--- src/rtl/spcom_pkg.sv ---
// Shared spcom definitions: the index-width helper and the encoding of the
// binary-to-one-hot pipeline's storage occupancy states.
package spcom_pkg;

  // Storage occupancy of the decoder pipeline (main register M, skid register S).
  typedef enum logic [1:0] {
    BIN2OH_EMPTY = 2'd0,  // M invalid
    BIN2OH_ONE   = 2'd1,  // M valid, S empty
    BIN2OH_TWO   = 2'd2   // M and S both valid
  } bin2oh_state_e;

  // Ceiling log2, used to size a binary index that must address 'value' outputs.
  function automatic int log2_ceil(input int value);
    int result;
    result = 0;
    while ((1 << result) < value) begin
      result++;
    end
    return result;
  endfunction

endpackage

--- src/rtl/binary_to_onehot_pipe_if.sv ---
// Handshake bundle of binary_to_onehot_pipe: index input side, one-hot output
// side and the out-of-range error counter controls.
interface binary_to_onehot_pipe_if
  import spcom_pkg::*;
#(
  parameter int DOUT_WIDTH    = 16,
  parameter int DIN_WIDTH     = log2_ceil(DOUT_WIDTH),
  parameter int ERR_CNT_WIDTH = 8
);

  logic                     in_valid;
  logic                     in_ready;
  logic [DIN_WIDTH-1:0]     in_index;
  logic                     out_valid;
  logic                     out_ready;
  logic [DOUT_WIDTH-1:0]    out_onehot;
  logic                     out_err;
  logic                     err_clr;
  logic [ERR_CNT_WIDTH-1:0] err_cnt;

  // Producer of indices / consumer of one-hot words.
  modport master (
    output in_valid, in_index, out_ready, err_clr,
    input  in_ready, out_valid, out_onehot, out_err, err_cnt
  );

  // The decoder itself.
  modport slave (
    input  in_valid, in_index, out_ready, err_clr,
    output in_ready, out_valid, out_onehot, out_err, err_cnt
  );

endinterface

--- src/rtl/binary_to_onehot_pipe_decode.sv ---
// bin2oh_decode: purely combinational binary index -> {one-hot, err}.
// Range checking is compiled in with `define BIN2OH_RANGE_CHECK_EN; without it
// an out-of-range index still decodes to all-zeros but err stays 0.
module bin2oh_decode #(
  parameter int DIN_WIDTH  = 4,
  parameter int DOUT_WIDTH = 16
) (
  input  logic [DIN_WIDTH-1:0]  index,
  output logic [DOUT_WIDTH-1:0] onehot,
  output logic                  err
);

  // Set the bit addressed by index; indices past the top bit leave all zeros.
  always_comb begin
    // NOTE: every output gets a default first so no path through this block can infer a latch.
    onehot = '0;
    err    = 1'b0;
    for (int i = 0; i < DOUT_WIDTH; i++) begin
      onehot[i] = (int'(index) == i);
    end
`ifdef BIN2OH_RANGE_CHECK_EN
    // Only reachable when DOUT_WIDTH is not a power of two.
    err = (int'(index) >= DOUT_WIDTH);
`endif
  end

endmodule

--- src/rtl/binary_to_onehot_pipe.sv ---
// binary_to_onehot_pipe: registered binary-to-one-hot decoder with valid/ready
// on both sides, one cycle of latency and a 2-entry (main + skid) output stage.
// in_ready is a flop, so there is no combinational path from out_ready upstream.
// Optional feature: `define BIN2OH_RANGE_CHECK_EN enables the out-of-range flag
// (out_err) and the saturating err_cnt; otherwise both are tied to zero.
module binary_to_onehot_pipe
  import spcom_pkg::*;
#(
  parameter int DOUT_WIDTH    = 16,
  parameter int DIN_WIDTH     = log2_ceil(DOUT_WIDTH),
  parameter int ERR_CNT_WIDTH = 8
) (
  input  logic                    clk,
  input  logic                    rst_n,
  binary_to_onehot_pipe_if.slave  bus
);

  bin2oh_state_e         state_q, state_d;
  logic                  in_ready_q;

  logic [DOUT_WIDTH-1:0] dec_onehot;
  logic                  dec_err;

  logic [DOUT_WIDTH-1:0] m_onehot_q, s_onehot_q;
  logic                  m_err_q, s_err_q;

  logic                  accept, transfer;
  logic                  load_m_new, load_m_skid, load_s;

  bin2oh_decode #(
    .DIN_WIDTH  (DIN_WIDTH),
    .DOUT_WIDTH (DOUT_WIDTH)
  ) u_decode (
    .index  (bus.in_index),
    .onehot (dec_onehot),
    .err    (dec_err)
  );

  assign accept   = bus.in_valid && in_ready_q;
  assign transfer = (state_q != BIN2OH_EMPTY) && bus.out_ready;

  // Next occupancy and which register loads what this cycle.
  always_comb begin
    state_d     = state_q;
    load_m_new  = 1'b0;
    load_m_skid = 1'b0;
    load_s      = 1'b0;
    case (state_q)
      BIN2OH_EMPTY: begin
        if (accept) begin
          state_d    = BIN2OH_ONE;
          load_m_new = 1'b1;
        end
      end
      BIN2OH_ONE: begin
        if (accept && transfer) begin
          load_m_new = 1'b1;
        end else if (accept) begin
          state_d = BIN2OH_TWO;
          load_s  = 1'b1;
        end else if (transfer) begin
          state_d = BIN2OH_EMPTY;
        end
      end
      BIN2OH_TWO: begin
        // in_ready is low here, so only the drain of M can happen.
        if (transfer) begin
          state_d     = BIN2OH_ONE;
          load_m_skid = 1'b1;
        end
      end
      default: state_d = BIN2OH_EMPTY;
    endcase
  end

  // Occupancy register and the registered ready derived from the next occupancy.
  always_ff @(posedge clk) begin
    // NOTE: sequential state uses non-blocking assignments so every flop samples pre-edge values.
    if (!rst_n) begin
      state_q    <= BIN2OH_EMPTY;
      in_ready_q <= 1'b1;
    end else begin
      state_q    <= state_d;
      in_ready_q <= (state_d != BIN2OH_TWO);
    end
  end

  // Main (M) and skid (S) data registers; M holds steady while stalled.
  always_ff @(posedge clk) begin
    // NOTE: data registers are reset too, so out_onehot/out_err read as zero straight out of reset.
    if (!rst_n) begin
      m_onehot_q <= '0;
      m_err_q    <= 1'b0;
      s_onehot_q <= '0;
      s_err_q    <= 1'b0;
    end else begin
      if (load_m_new) begin
        m_onehot_q <= dec_onehot;
        m_err_q    <= dec_err;
      end else if (load_m_skid) begin
        m_onehot_q <= s_onehot_q;
        m_err_q    <= s_err_q;
      end
      if (load_s) begin
        s_onehot_q <= dec_onehot;
        s_err_q    <= dec_err;
      end
    end
  end

  assign bus.in_ready   = in_ready_q;
  assign bus.out_valid  = (state_q != BIN2OH_EMPTY);
  assign bus.out_onehot = m_onehot_q;

`ifdef BIN2OH_RANGE_CHECK_EN
  localparam logic [ERR_CNT_WIDTH-1:0] ERR_CNT_MAX = '1;

  logic [ERR_CNT_WIDTH-1:0] err_cnt_q;
  logic                     count_err;

  assign count_err = accept && dec_err;

  // Saturating count of accepted out-of-range indices; a clear that coincides
  // with a new error leaves the count at one.
  always_ff @(posedge clk) begin
    if (!rst_n) begin
      err_cnt_q <= '0;
    end else if (bus.err_clr) begin
      err_cnt_q <= count_err ? ERR_CNT_WIDTH'(1) : '0;
    end else if (count_err && (err_cnt_q != ERR_CNT_MAX)) begin
      err_cnt_q <= err_cnt_q + ERR_CNT_WIDTH'(1);
    end
  end

  assign bus.out_err = m_err_q;
  assign bus.err_cnt = err_cnt_q;
`else
  // Without range checking the flag path and counter are absent.
  logic unused_err;
  assign unused_err  = m_err_q ^ bus.err_clr;
  assign bus.out_err = 1'b0;
  assign bus.err_cnt = {ERR_CNT_WIDTH{1'b0}};
`endif

endmodule

--- src/flat_wrapper.sv ---
// flat-port wrapper written by rule: the top's interface ports become plain ports
module binary_to_onehot_pipe_flat import spcom_pkg::*;
#(
  parameter int DOUT_WIDTH    = 16,
  parameter int DIN_WIDTH     = log2_ceil(DOUT_WIDTH),
  parameter int ERR_CNT_WIDTH = 8
)
  (clk, rst_n, bus_in_valid, bus_in_index, bus_out_ready, bus_err_clr, bus_in_ready, bus_out_valid, bus_out_onehot, bus_out_err, bus_err_cnt);
  binary_to_onehot_pipe_if #(.DOUT_WIDTH(DOUT_WIDTH), .DIN_WIDTH(DIN_WIDTH), .ERR_CNT_WIDTH(ERR_CNT_WIDTH)) bus_i ();
  input  logic clk;
  input  logic rst_n;
  input wire logic [$bits(bus_i.in_valid)-1:0] bus_in_valid;
  input wire logic [$bits(bus_i.in_index)-1:0] bus_in_index;
  input wire logic [$bits(bus_i.out_ready)-1:0] bus_out_ready;
  input wire logic [$bits(bus_i.err_clr)-1:0] bus_err_clr;
  output wire logic [$bits(bus_i.in_ready)-1:0] bus_in_ready;
  output wire logic [$bits(bus_i.out_valid)-1:0] bus_out_valid;
  output wire logic [$bits(bus_i.out_onehot)-1:0] bus_out_onehot;
  output wire logic [$bits(bus_i.out_err)-1:0] bus_out_err;
  output wire logic [$bits(bus_i.err_cnt)-1:0] bus_err_cnt;
  assign bus_i.in_valid = bus_in_valid;
  assign bus_i.in_index = bus_in_index;
  assign bus_i.out_ready = bus_out_ready;
  assign bus_i.err_clr = bus_err_clr;
  assign bus_in_ready = bus_i.in_ready;
  assign bus_out_valid = bus_i.out_valid;
  assign bus_out_onehot = bus_i.out_onehot;
  assign bus_out_err = bus_i.out_err;
  assign bus_err_cnt = bus_i.err_cnt;
  binary_to_onehot_pipe #(.DOUT_WIDTH(DOUT_WIDTH), .DIN_WIDTH(DIN_WIDTH), .ERR_CNT_WIDTH(ERR_CNT_WIDTH)) u_core (.clk(clk), .rst_n(rst_n), .bus(bus_i));
endmodule
--- config.mk ---
export PLATFORM = sky130hd
export DESIGN_NAME = binary_to_onehot_pipe_flat
export DESIGN_NICKNAME = d
export VERILOG_FILES = /design/src/rtl/spcom_pkg.sv /design/src/rtl/binary_to_onehot_pipe_if.sv /design/src/rtl/binary_to_onehot_pipe_decode.sv /design/src/rtl/binary_to_onehot_pipe.sv /design/src/flat_wrapper.sv
export SDC_FILE = /design/constraint.sdc
export NUM_CORES = 1
export LEC_CHECK = 0
export CELL_PAD_IN_SITES_DETAIL_PLACEMENT = 2
export CELL_PAD_IN_SITES_GLOBAL_PLACEMENT = 2
export CORE_MARGIN = 4
export CORE_UTILIZATION = 28
export CTS_CLUSTER_SIZE = 30
export DETAILED_ROUTE_END_ITERATION = 16
export PLACE_DENSITY_LB_ADDON = 0.3
export SLEW_MARGIN = 20
export SYNTH_ARGS = -nofsm -noshare
export SYNTH_HDL_FRONTEND = slang
export SYNTH_SLANG_ARGS = --single-unit
--- constraint.sdc ---
create_clock -name clk -period 1.6 [get_ports clk]
set_input_delay 0.16 -clock clk [delete_from_list [all_inputs] [get_ports clk]]
set_output_delay 0.16 -clock clk [all_outputs]
set_load 0.03 [all_outputs]
Word level (Yosys, flattened, before mapping)
Index checks and enable logic that the tools add are counted.
{"block": "word_totals", "regBits": 35, "inputBits": 9, "out_inout_bits": 27, "wordCells": 44}
{"block": "classes", "n_eq_ne": 18, "mux": 15, "n_reduce_logical": 7}
{"operator": "4-bit equality test (second input constant)", "n": 8}
{"operator": "16-bit 2-to-1 mux", "n": 2}
{"operator": "4-bit by 3-bit equality test with 1-bit output (second input constant)", "n": 4}
{"operator": "2-bit 2-to-1 mux", "n": 5}
{"operator": "4-bit by 2-bit equality test with 1-bit output (second input constant)", "n": 2}
{"operator": "1-bit 2-to-1 mux", "n": 6}
{"operator": "2-bit case mux with 3 select lines", "n": 1}
{"operator": "4-bit by 1-bit equality test with 1-bit output (second input constant)", "n": 1}
{"operator": "4-bit zero test", "n": 1}
{"operator": "2-bit nonzero test", "n": 2}
{"operator": "1-bit logical AND", "n": 3}
{"operator": "2-bit by 1-bit equality test with 1-bit output (second input constant)", "n": 1}
{"operator": "2-bit equality test (second input constant)", "n": 1}
{"operator": "2-bit zero test", "n": 1}
{"operator": "2-bit inequality test (second input constant)", "n": 1}
{"operator": "1-bit case mux with 2 select lines", "n": 1}

Longest topological paths before layout
{"block": "depth", "depth_word": 7, "ltp_mapped": 6, "ltp_nobuf": 4}

By module
Synthesis repeated with hierarchy kept, for this count alone.
{"block": "hier_totals", "cells_unflattened": 208, "area_unflattened_um2": 1730.4}
{"mod": "binary_to_onehot_pipe", "instances": 1, "cells_each": 186, "area_each_um2": 1492.7, "seq_area_each_um2": 700.7}
{"mod": "bin2oh_decode", "instances": 1, "cells_each": 22, "area_each_um2": 237.7, "seq_area_each_um2": 0.0}

Least setup slack after synthesis
No wires, ideal clock.
{"block": "synth_timing", "kind": "reg-to-reg", "from": "register u_core.in_ready_q (netlist: u_core.bus.in_ready)", "to": "register u_core.m_onehot_q[10] (netlist: u_core.bus.out_onehot[10])", "setup_ps": 137, "arrival_ps": 1214, "required_time_ps": 1463, "setup_slack_ps": 249, "stages_incl_launch_ff": 6, "period_less_slack_ps": 1351, "cell_sequence": "dfxtp_1 and3b_1 nand2_1 buf_2 o21ai_0 a31oi_1"}
{"block": "synth_between", "elab_chain_cells": 5}
{"item": "start, declared", "line": "binary_to_onehot_pipe.sv:19", "text": "logic in_ready_q;"}
{"item": "start signal, assigned", "line": "binary_to_onehot_pipe.sv:84", "text": "in_ready_q <= (state_d != BIN2OH_TWO);"}
{"item": "1-bit logical AND *", "line": "binary_to_onehot_pipe.sv:39", "text": "assign accept = bus.in_valid && in_ready_q;"}
{"item": "1-bit logical AND", "line": "binary_to_onehot_pipe.sv:56", "text": "if (accept && transfer) begin"}
{"item": "1-bit 2-to-1 mux", "line": "binary_to_onehot_pipe.sv:56"}
{"item": "1-bit case mux with 2 select lines *", "line": "binary_to_onehot_pipe.sv:48", "text": "case (state_q)"}
{"item": "16-bit 2-to-1 mux or 2-bit nonzero test (tied branches)"}
{"item": "end signal, assigned", "line": "binary_to_onehot_pipe.sv:98", "text": "m_onehot_q <= dec_onehot;"}
{"item": "end signal, assigned", "line": "binary_to_onehot_pipe.sv:101", "text": "m_onehot_q <= s_onehot_q;"}
{"item": "end, declared", "line": "binary_to_onehot_pipe.sv:24", "text": "logic [DOUT_WIDTH-1:0] m_onehot_q, s_onehot_q;"}
Mark *: on every way between the ends. The rest lies on a longest branch, timed or not.
A chain may end at the register's enable or synchronous reset.

Worst setup path in the final report
{"block": "layout_timing", "from": "register u_core.in_ready_q (netlist: u_core.bus.in_ready)", "to": "output bus_in_ready"}
{"item": "end, declared", "line": "flat_wrapper.sv:16", "text": "output wire logic [$bits(bus_i.in_ready)-1:0] bus_in_ready;"}
No word-level cell between the ends.

==> metrics <==
outcome=finished clean; initial DRC count=46; Final nets=248; switching share of power=0.2962; RSZ-0062 raised after global routing=no; Sequential Power Share=0.480; Placeable Area=5608 sq um; Area Growth Syn to Fin=26.41%; Hold Violations, Final=0; Final Cell Area=2072 sq um; Tcrit/Tclk final=0.9521; std cell rows=27; Num CTS Buffers=5; Die Ht=84.51 microns; vias in the first global route=1613; setup tns final=0 ns; Max Used Layer=met4; area leader, netlist=dfxtp_1; cell family with most CP delay=buffers and inverters; Period minus WS final=1.523 ns; Placed Area=1988 sq um; sequential element share of the synthesized area=0.4275; Synth cell types=31; clock network power share=0.324; die footprint=7142 sq um; Post-synth EDFFs=0; Post-Synth Adder-Cell Area=0; largest family of logic cells by synthesized area=simple AND/OR/NAND/NOR gates; Post-Synthesis Cells=208; post-synthesis mux area share=0.03053; most numerous cell in the Yosys netlist=nand2_1; post-synthesis xor/xnor area fraction=0; largest net degree at the start of global routing=19; syn avg cell area=7.880 sq um; Post-synth top flop=dfxtp_1; # IOs=36; critical path startpoint category=flop; combinational power share=0.196; clock skew=0.003987 ns; Req. time, crit path=1.44 ns; Met1 Wirelength=2.067 mm; gpl congestion=0.6934; final setup vio count=0; initial antenna violation count=0; most frequent cells after synthesis=63 x nand2_1, 35 x dfxtp_1, 16 x a31oi_1; Die X=84.51 microns; synth top area cells=dfxtp_1 43%, nand2_1 14%, a31oi_1 6.1%, a21boi_1 5.0%, buf_4 5.0%; clk root buf=clkbuf_8; Initial Utilization=0.2923; layout cell share with drive strength beyond 1=0.09583; DRC viols=0; DR WL met2=2.224 mm; CP Class=reg2out; Worst Path Buf+Inv=1; All-Layer GR Usage=0.1375; CTS tree=done; slowest stage delay, CP=0.69 ns; Avg WL per Cell=14.40 microns; Sink Count=35; MaxCap Viol Count=0; worst min-delay path class=reg2reg; post-synthesis compound-gate area fraction=0.1756; slowest CP cell=clkdlybuf4s50_1; maximum fanout along the worst path=5; P_int=0.001364 W; share of the synthesized area in the top cell type=0.4275; Setup crit end kind=primary output; first-pass GRT wire length=7.886 mm; DP Wirelength=3.302 mm; final wirelength=4.492 mm; Leak=0.7345 nW; clock buffer depth=2; Mapped Area=1639 sq um; CP Cell Sequence=clkdlybuf4s50_1; vias=1478; antenna-violating nets left=0; Post-CTS Setup Inserts=0; Synth Area in Simple Gates=0.2832; Hold WS=0.4583 ns; fin. max-slew vios=0; pwr dens=935.1 nW/um^2; FFs w/ async S/R, synth=0; number of synthesized register bits=35; met3 wire length=148 microns; first-pass iteration count of the detailed router=3; Worst-path clk slew=0.07 ns; arrival time at the worst endpoint=1.36 ns; grt total ovfl=0; Yosys warning total=0; Psw=0.0005740 W; Worst-Skew Late Latency=0.28 ns; htree depth=2; ANT cells=0; fmax=656.4 MHz; port bufs=25; worst IR drop on VDD=264.4 uV; vias per std cell=4.737
[power groups by stage]
stage          sequential [W]  clock (W)  combinational [W]
2_1_floorplan         0.00102          0           0.000175
3_3_place_gp         0.000950          0           0.000382
3_5_place_dp         0.000951          0           0.000386
4_1_cts              0.000931   0.000661           0.000386
5_1_grt              0.000937   0.000705           0.000415
6_report             0.000930   0.000628           0.000380
[logic make-up (layout without fill, tap and decap cells)]
logic type,count (synthesis),after routing
compound gates,47,47
buf+inv,21,45
flops,35,35
mux,5,5
simple gates,99,99
other cells,1,9
[layout by cell type, fill, tap and decap left out, types with 2 or more instances in the layout]
cell type | netlist | routed
and2_1 | 8 | 8
buf_4 | 11 | 9
mux2i_1 | 5 | 5
nor2b_1 | 11 | 11
o21ai_0 | 15 | 15
a21oi_1 | 2 | 2
clkdlybuf4s50_1 | 0 | 24
clkbuf_8 | 0 | 5
and3_1 | 2 | 2
nor2_1 | 3 | 3
nor3_1 | 2 | 2
a21boi_1 | 11 | 11
buf_12 | 0 | 2
nand2_1 | 63 | 63
conb_1 | 1 | 9
a31oi_1 | 16 | 16
dfxtp_1 | 35 | 35
[per-stage QoR]
stage	util	setup WS, ns	power [W]	cells
after floorplan	-	0.2493	0.001193	216
after global placement	0.3545	-0.008859	0.001332	304
after detailed placement	0.3545	-0.02410	0.001338	304
after CTS	0.3695	0.06069	0.001978	312
after global routing	0.3695	0.01212	0.002057	312
final	0.3695	0.07662	0.001938	312
[what timing repair did]
action / 4_1_cts / 5_1_grt
gates resized for setup: 1 / 0
endpoints found under the setup margin: 1 / 0
hold buffers: 0 / 0
[worst paths after layout]
check	from	endpoint	slack (ns)	cells after the start
max	u_core.bus.in_ready$_SDFF_PN1_	bus_in_ready	0.08	1
min	u_core.s_onehot_q[5]$_SDFFE_PN0P_	u_core.s_onehot_q[5]$_SDFFE_PN0P_	0.46	2
max reg2reg	u_core.state_q[1]$_SDFF_PN0_	u_core.bus.out_onehot[8]$_SDFFE_PN0P_	0.29	5
min reg2reg	u_core.s_onehot_q[5]$_SDFFE_PN0P_	u_core.s_onehot_q[5]$_SDFFE_PN0P_	0.46	2
[layout make-up]
cell class | instances | area, sq um
Fill cell | 671 | 3536
Multi-Input combinational cell | 160 | 835.8
Sequential cell | 35 | 700.7
Timing Repair Buffer | 36 | 356.6
Tap cell | 72 | 90.09
Clock buffer | 6 | 72.57
Clock inverter | 2 | 12.51
Inverter | 1 | 3.754
[state kept, by name, summed over array words and instances, names as in the netlist]
register	cells
u_core.bus.out_onehot	16
u_core.s_onehot_q	16
u_core.bus.in_ready	1
u_core.state_q	2
[metal layers]
layer | vias up | track usage
li1 | 743 | -
met5 | - | 0
met1 | 707 | 0.1697
met3 | 5 | 0.03238
met4 | 0 | 0.03885
met2 | 23 | 0.2377
Note: power is estimated with default switching activity, not from simulation.
==> RTL change 1, RTL diff (config.mk and constraints unchanged) <==
`ERR_CNT_WIDTH` is set to 8 in 3 places; all go to 7.
--- a/src/rtl/binary_to_onehot_pipe_if.sv
+++ b/src/rtl/binary_to_onehot_pipe_if.sv
@@ -7,3 +7,3 @@
   parameter int DIN_WIDTH     = log2_ceil(DOUT_WIDTH),
-  parameter int ERR_CNT_WIDTH = 8
+  parameter int ERR_CNT_WIDTH = 7
 );
--- a/src/rtl/binary_to_onehot_pipe.sv
+++ b/src/rtl/binary_to_onehot_pipe.sv
@@ -10,3 +10,3 @@
   parameter int DIN_WIDTH     = log2_ceil(DOUT_WIDTH),
-  parameter int ERR_CNT_WIDTH = 8
+  parameter int ERR_CNT_WIDTH = 7
 ) (
--- a/src/flat_wrapper.sv
+++ b/src/flat_wrapper.sv
@@ -5,3 +5,3 @@
   parameter int DIN_WIDTH     = log2_ceil(DOUT_WIDTH),
-  parameter int ERR_CNT_WIDTH = 8
+  parameter int ERR_CNT_WIDTH = 7
 )
Ports: changed (resized bus_err_cnt); port bits go from 36 to 35. No check against the original RTL was run, so the function may have changed too.
==> RTL change 1 against the unedited design <==
  * Power is 0.83% lower
  * Final cell count is 0.32% lower
  * First-iteration DRC count is 33% lower
  * Synthesized area is 0.46% lower
  * Wire length is 3.0% lower
  * Sequential cell count stayed put
  * Final area is 0.36% lower
  * Maximum frequency is 0.30% lower
  * Count of clock-buffer cells in the layout is 1 higher
  * Setup slack worse by 0.0045 ns
==> RTL change 1: results <==
status:
  status: "complete, no violations"
clocking:
  clock_path_buffers: 2
  cts_post_setup_buffers_inserted: 0
  numCtsBuffers: 5
  htree_num_levels: 2
  cts_resized: 1
  clock-root-buffer: "sky130_fd_sc_hd__clkbuf_8"
power:
  p_leak_uw: 0.0007324
  peakVddDrop_v: 0.0002901
grt:
  via_count_of_the_first_global_routing_pass: 1589
  groute.usage.overall_pct: 13.37
  global_route_wire_length_before_repair_um: 7638
  largest_net_degree_at_the_start_of_global_routing: 33
finish:
  num-multi-input-gates: 159
  n_fill_cell: 665
  seq_share_pct: 33.94
  fin_cells: 311
  drive_above_1_share_pct: 9.205
  buffers_outside_the_clock_class: 36
  bufAreaShareNonClock_pct: 17.27
  diodes: 0
  layout.nets: 247
  num-clock-buffers: 7
  signal_inverters: 1
  multi_input_comb_area_um2: 832.0
  clock_tree_area_fraction_pct: 3.939
  final_core_utilization_pct: 37.04
detailed_routing:
  met3_length_um: 146
  wl_met2_um: 2097
  wire_length_per_cell_after_detailed_routing_um: 14.01
  drt_iter0_markers: 31
  route.layer.met1.wl_um: 2038
  vias: 1470
  dr.pass1.iters: 4
synth:
  synthMostInstantiatedCell: "sky130_fd_sc_hd__nand2_1"
  dominantRegCellSynth: "sky130_fd_sc_hd__dfxtp_1"
  synth.top_cells.by_count: "63 x sky130_fd_sc_hd__nand2_1, 35 x sky130_fd_sc_hd__dfxtp_1, 16 x sky130_fd_sc_hd__a31oi_1"
  synth_sequential_area_ratio_pct: 42.94
  synth_cell_types: 31
  synth_top_cells_by_area: "sky130_fd_sc_hd__dfxtp_1 43%, sky130_fd_sc_hd__nand2_1 14%, sky130_fd_sc_hd__a31oi_1 6.1%"
  async_reset_ff_share_pct: 0
  post_synth.cell_area_avg_um2: 7.882
die:
  dieWidth_um: 84.34
place:
  dp_cells: 303
  gp_congestion: 0.6780
  placed_area_um2: 1984
  hpwl_um: 3190
  dp_slack_ns: -0.007340
flow_run:
  cap_viol_max_count: 0
setup_path:
  cp_top_family: "buffers and inverters"
  setup.reg_to_reg.worst_slack_ns: 0.30
  timing.critical_path.arrival_ns: 1.37
hold_path:
  timing.hold.worst.class: "flip-flop to flip-flop"
timing:
  setup_slack_ns: 0.07208
  fin_skew_ns: 0.005531
  hold_slack_ns: 0.4596
[RTL change 1: cells by family after synthesis]
| kind of cell | Yosys count | share of synthesized area, % |
|---|---|---|
| AO/OA/AOI/OAI | 47 | 17.64 |
| other | 1 | 0.2298 |
| buffers and inverters | 20 | 7.668 |
| flip-flops | 35 | 42.94 |
| AND/OR/NAND/NOR | 99 | 28.45 |
| multiplexers | 5 | 3.068 |
[RTL change 1: worst paths after layout]
kind                         from                         to  cells after the start
max reg2reg     u_core.state_q[1]  u_core.bus.out_onehot[13]                      5
max           u_core.bus.in_ready               bus_in_ready                      1
min          u_core.s_onehot_q[0]       u_core.s_onehot_q[0]                      2
min reg2reg  u_core.s_onehot_q[0]       u_core.s_onehot_q[0]                      2
[RTL change 1: routing by layer]
metal	track usage (%)	vias up
li1	-	734
met1	15.95	709
met2	23.03	21
met3	3.337	6
met4	5.180	0
met5	0	-
[RTL change 1: where the power goes]
part	internal (uW)	switching [uW]	total, uW
logic	148	226	374
registers	910	19.7	930
clock network	305	312	617
==> RTL change 2, RTL diff (same flow settings) <==
Without the edit above. Re-encode `bin2oh_state_e` (3 states) as one-hot, 3 bits wide.
--- a/src/rtl/spcom_pkg.sv
+++ b/src/rtl/spcom_pkg.sv
@@ -5,6 +5,6 @@
   // Storage occupancy of the decoder pipeline (main register M, skid register S).
-  typedef enum logic [1:0] {
-    BIN2OH_EMPTY = 2'd0,  // M invalid
-    BIN2OH_ONE   = 2'd1,  // M valid, S empty
-    BIN2OH_TWO   = 2'd2   // M and S both valid
+  typedef enum logic [2:0] {
+    BIN2OH_EMPTY = 3'b001,  // M invalid
+    BIN2OH_ONE   = 3'b010,  // M valid, S empty
+    BIN2OH_TWO   = 3'b100   // M and S both valid
   } bin2oh_state_e;
Formal check against the unedited RTL: no difference found for any inputs over 10 cycles, from zero or initial values and one cycle with rst_n low; not proved beyond that.
==> RTL change 2 against the unedited design <==
  * Final cell count rose by 13%
  * Largest cell class unchanged
  * Wire length rose by 26%
  * Synthesized cell count rose by 7.7%
  * Final area rose by 20%
  * Sequential cell count rose by 1
  * Combinational power rose by 24%
  * Setup slack improved by 0.034 ns
  * Synthesized area rose by 20%
  * Via count rose by 21%
  * Power rose by 11%
==> RTL change 2: results <==
detailed_routing:
  vias: 1792
  wire_length_per_cell_after_detailed_routing_um: 16.01
  drt_iter0_markers: 50
setup_path:
  timing.reg2reg.worst_path_depth: 5
  startpoint: "bus_in_index[2]"
  crit_type: "primary input to flip-flop"
  r2r_end: "u_core.bus.out_onehot[9]"
  cp_top_family: "buffers and inverters"
  timing.critical_path.slowest_cell_delay_ns: 0.52
  setup.reg_to_reg.worst_slack_ns: 0.15
  critical_path_peak_fanout: 6
  timing.critical_path.arrival_ns: 1.68
timing:
  fin_skew_ns: 0.001519
  hold_slack_ns: 0.4075
  time_the_worst_path_needs_with_i_o_delays_and_setup_ns: 1.490
synth:
  synth_sequential_area_ratio_pct: 36.55
  synth.top_cells.by_count: "36 x sky130_fd_sc_hd__dfxtp_1, 32 x sky130_fd_sc_hd__nand2_1, 17 x sky130_fd_sc_hd__a21oi_1"
  synth_cell_types: 41
  synth_xor_area_share_pct: 0
  async_reset_ff_share_pct: 0
  synthCells: 224
  synth_top_cells_by_area: "sky130_fd_sc_hd__dfxtp_1 37%, sky130_fd_sc_hd__a311oi_1 7.1%, sky130_fd_sc_hd__a211oi_1 6.1%"
  largest_family_of_logic_cells_by_synthesized_area: "simple AND/OR/NAND/NOR gates"
  synth_compound_area_share_pct: 23.86
  synth.mux.area_fraction_pct: 0.5076
finish:
  drive_above_1_share_pct: 17.44
  n_fill_cell: 817
  post-route-cell-area_um2: 2495
  layout.nets: 267
  fin_cells: 354
place:
  hpwl_um: 3906
  gp_congestion: 0.7156
  placed_area_um2: 2397
  dp_slack_ns: -0.1653
  dp_cells: 347
grt:
  grt.overflow.total: 0
  global_route_wire_length_before_repair_um: 9632
  via_count_of_the_first_global_routing_pass: 1928
  largest_net_degree_at_the_start_of_global_routing: 35
  groute.usage.overall_pct: 14.07
power:
  p_leak_uw: 0.0008626
  peakVddDrop_v: 0.0003139
hold_path:
  timing.hold.worst.class: "primary input to flip-flop"
clocking:
  insertion_delay_ns: 0.29
  clock_path_buffers: 2
  htree_num_levels: 2
  clock-root-buffer: "sky130_fd_sc_hd__clkbuf_8"
status:
  status: "complete, no violations"
## RTL change 2: cell count changes after synthesis, moves of 15 or more
cell                       change
sky130_fd_sc_hd__a31oi_1      -16
sky130_fd_sc_hd__a311oi_1     +16
sky130_fd_sc_hd__a21oi_1      +15
sky130_fd_sc_hd__a211oi_1     +16
sky130_fd_sc_hd__nand3_1      +15
sky130_fd_sc_hd__nand2_1      -31
## RTL change 2: power breakdown
group,internal [uW],switching [uW],total (uW)
clock network,384,336,720
registers,935,22.0,957
logic,194,278,472
## RTL change 2: repair_timing
action,4_1_cts,5_1_grt
pin swaps,0,0
gates resized for setup,1,1
setup endpoints to repair,1,1
## RTL change 2: worst min-delay path by stage
stage,from,to,cells after the start
3_5_place_dp,u_core.s_onehot_q[14],u_core.s_onehot_q[14],2
3_3_place_gp,u_core.s_onehot_q[6],u_core.s_onehot_q[6],2
2_1_floorplan,rst_n,u_core.state_q[0],1
6_report,rst_n,u_core.state_q[0],2
4_1_cts,rst_n,u_core.state_q[0],2
5_1_grt,rst_n,u_core.state_q[0],2
## RTL change 2: layout make-up
cell class              instances  area share (%)
clock buffers                   7           3.862
inverters                       1          0.1505
multi-input cells             161           41.78
flip-flops and latches         36           28.89
well taps                      96           4.814
repair buffers                 53           20.51
## RTL change 2: metal layers
metal	vias up	part of all wire, %	global-route usage [%]
met5	-	0	0
met4	0	1.8	5.569
met3	7	1.8	2.215
met2	23	48	23.66
met1	877	48	17.93
li1	885	-	-
## RTL change 2: logic make-up (layout without fill, tap and decap cells)
kind of cell / Yosys count / count (layout)
mux: 1 / 1
compound gates: 70 / 70
other cells: 1 / 9
buf+inv: 35 / 61
flops: 36 / 36
simple gates: 81 / 81
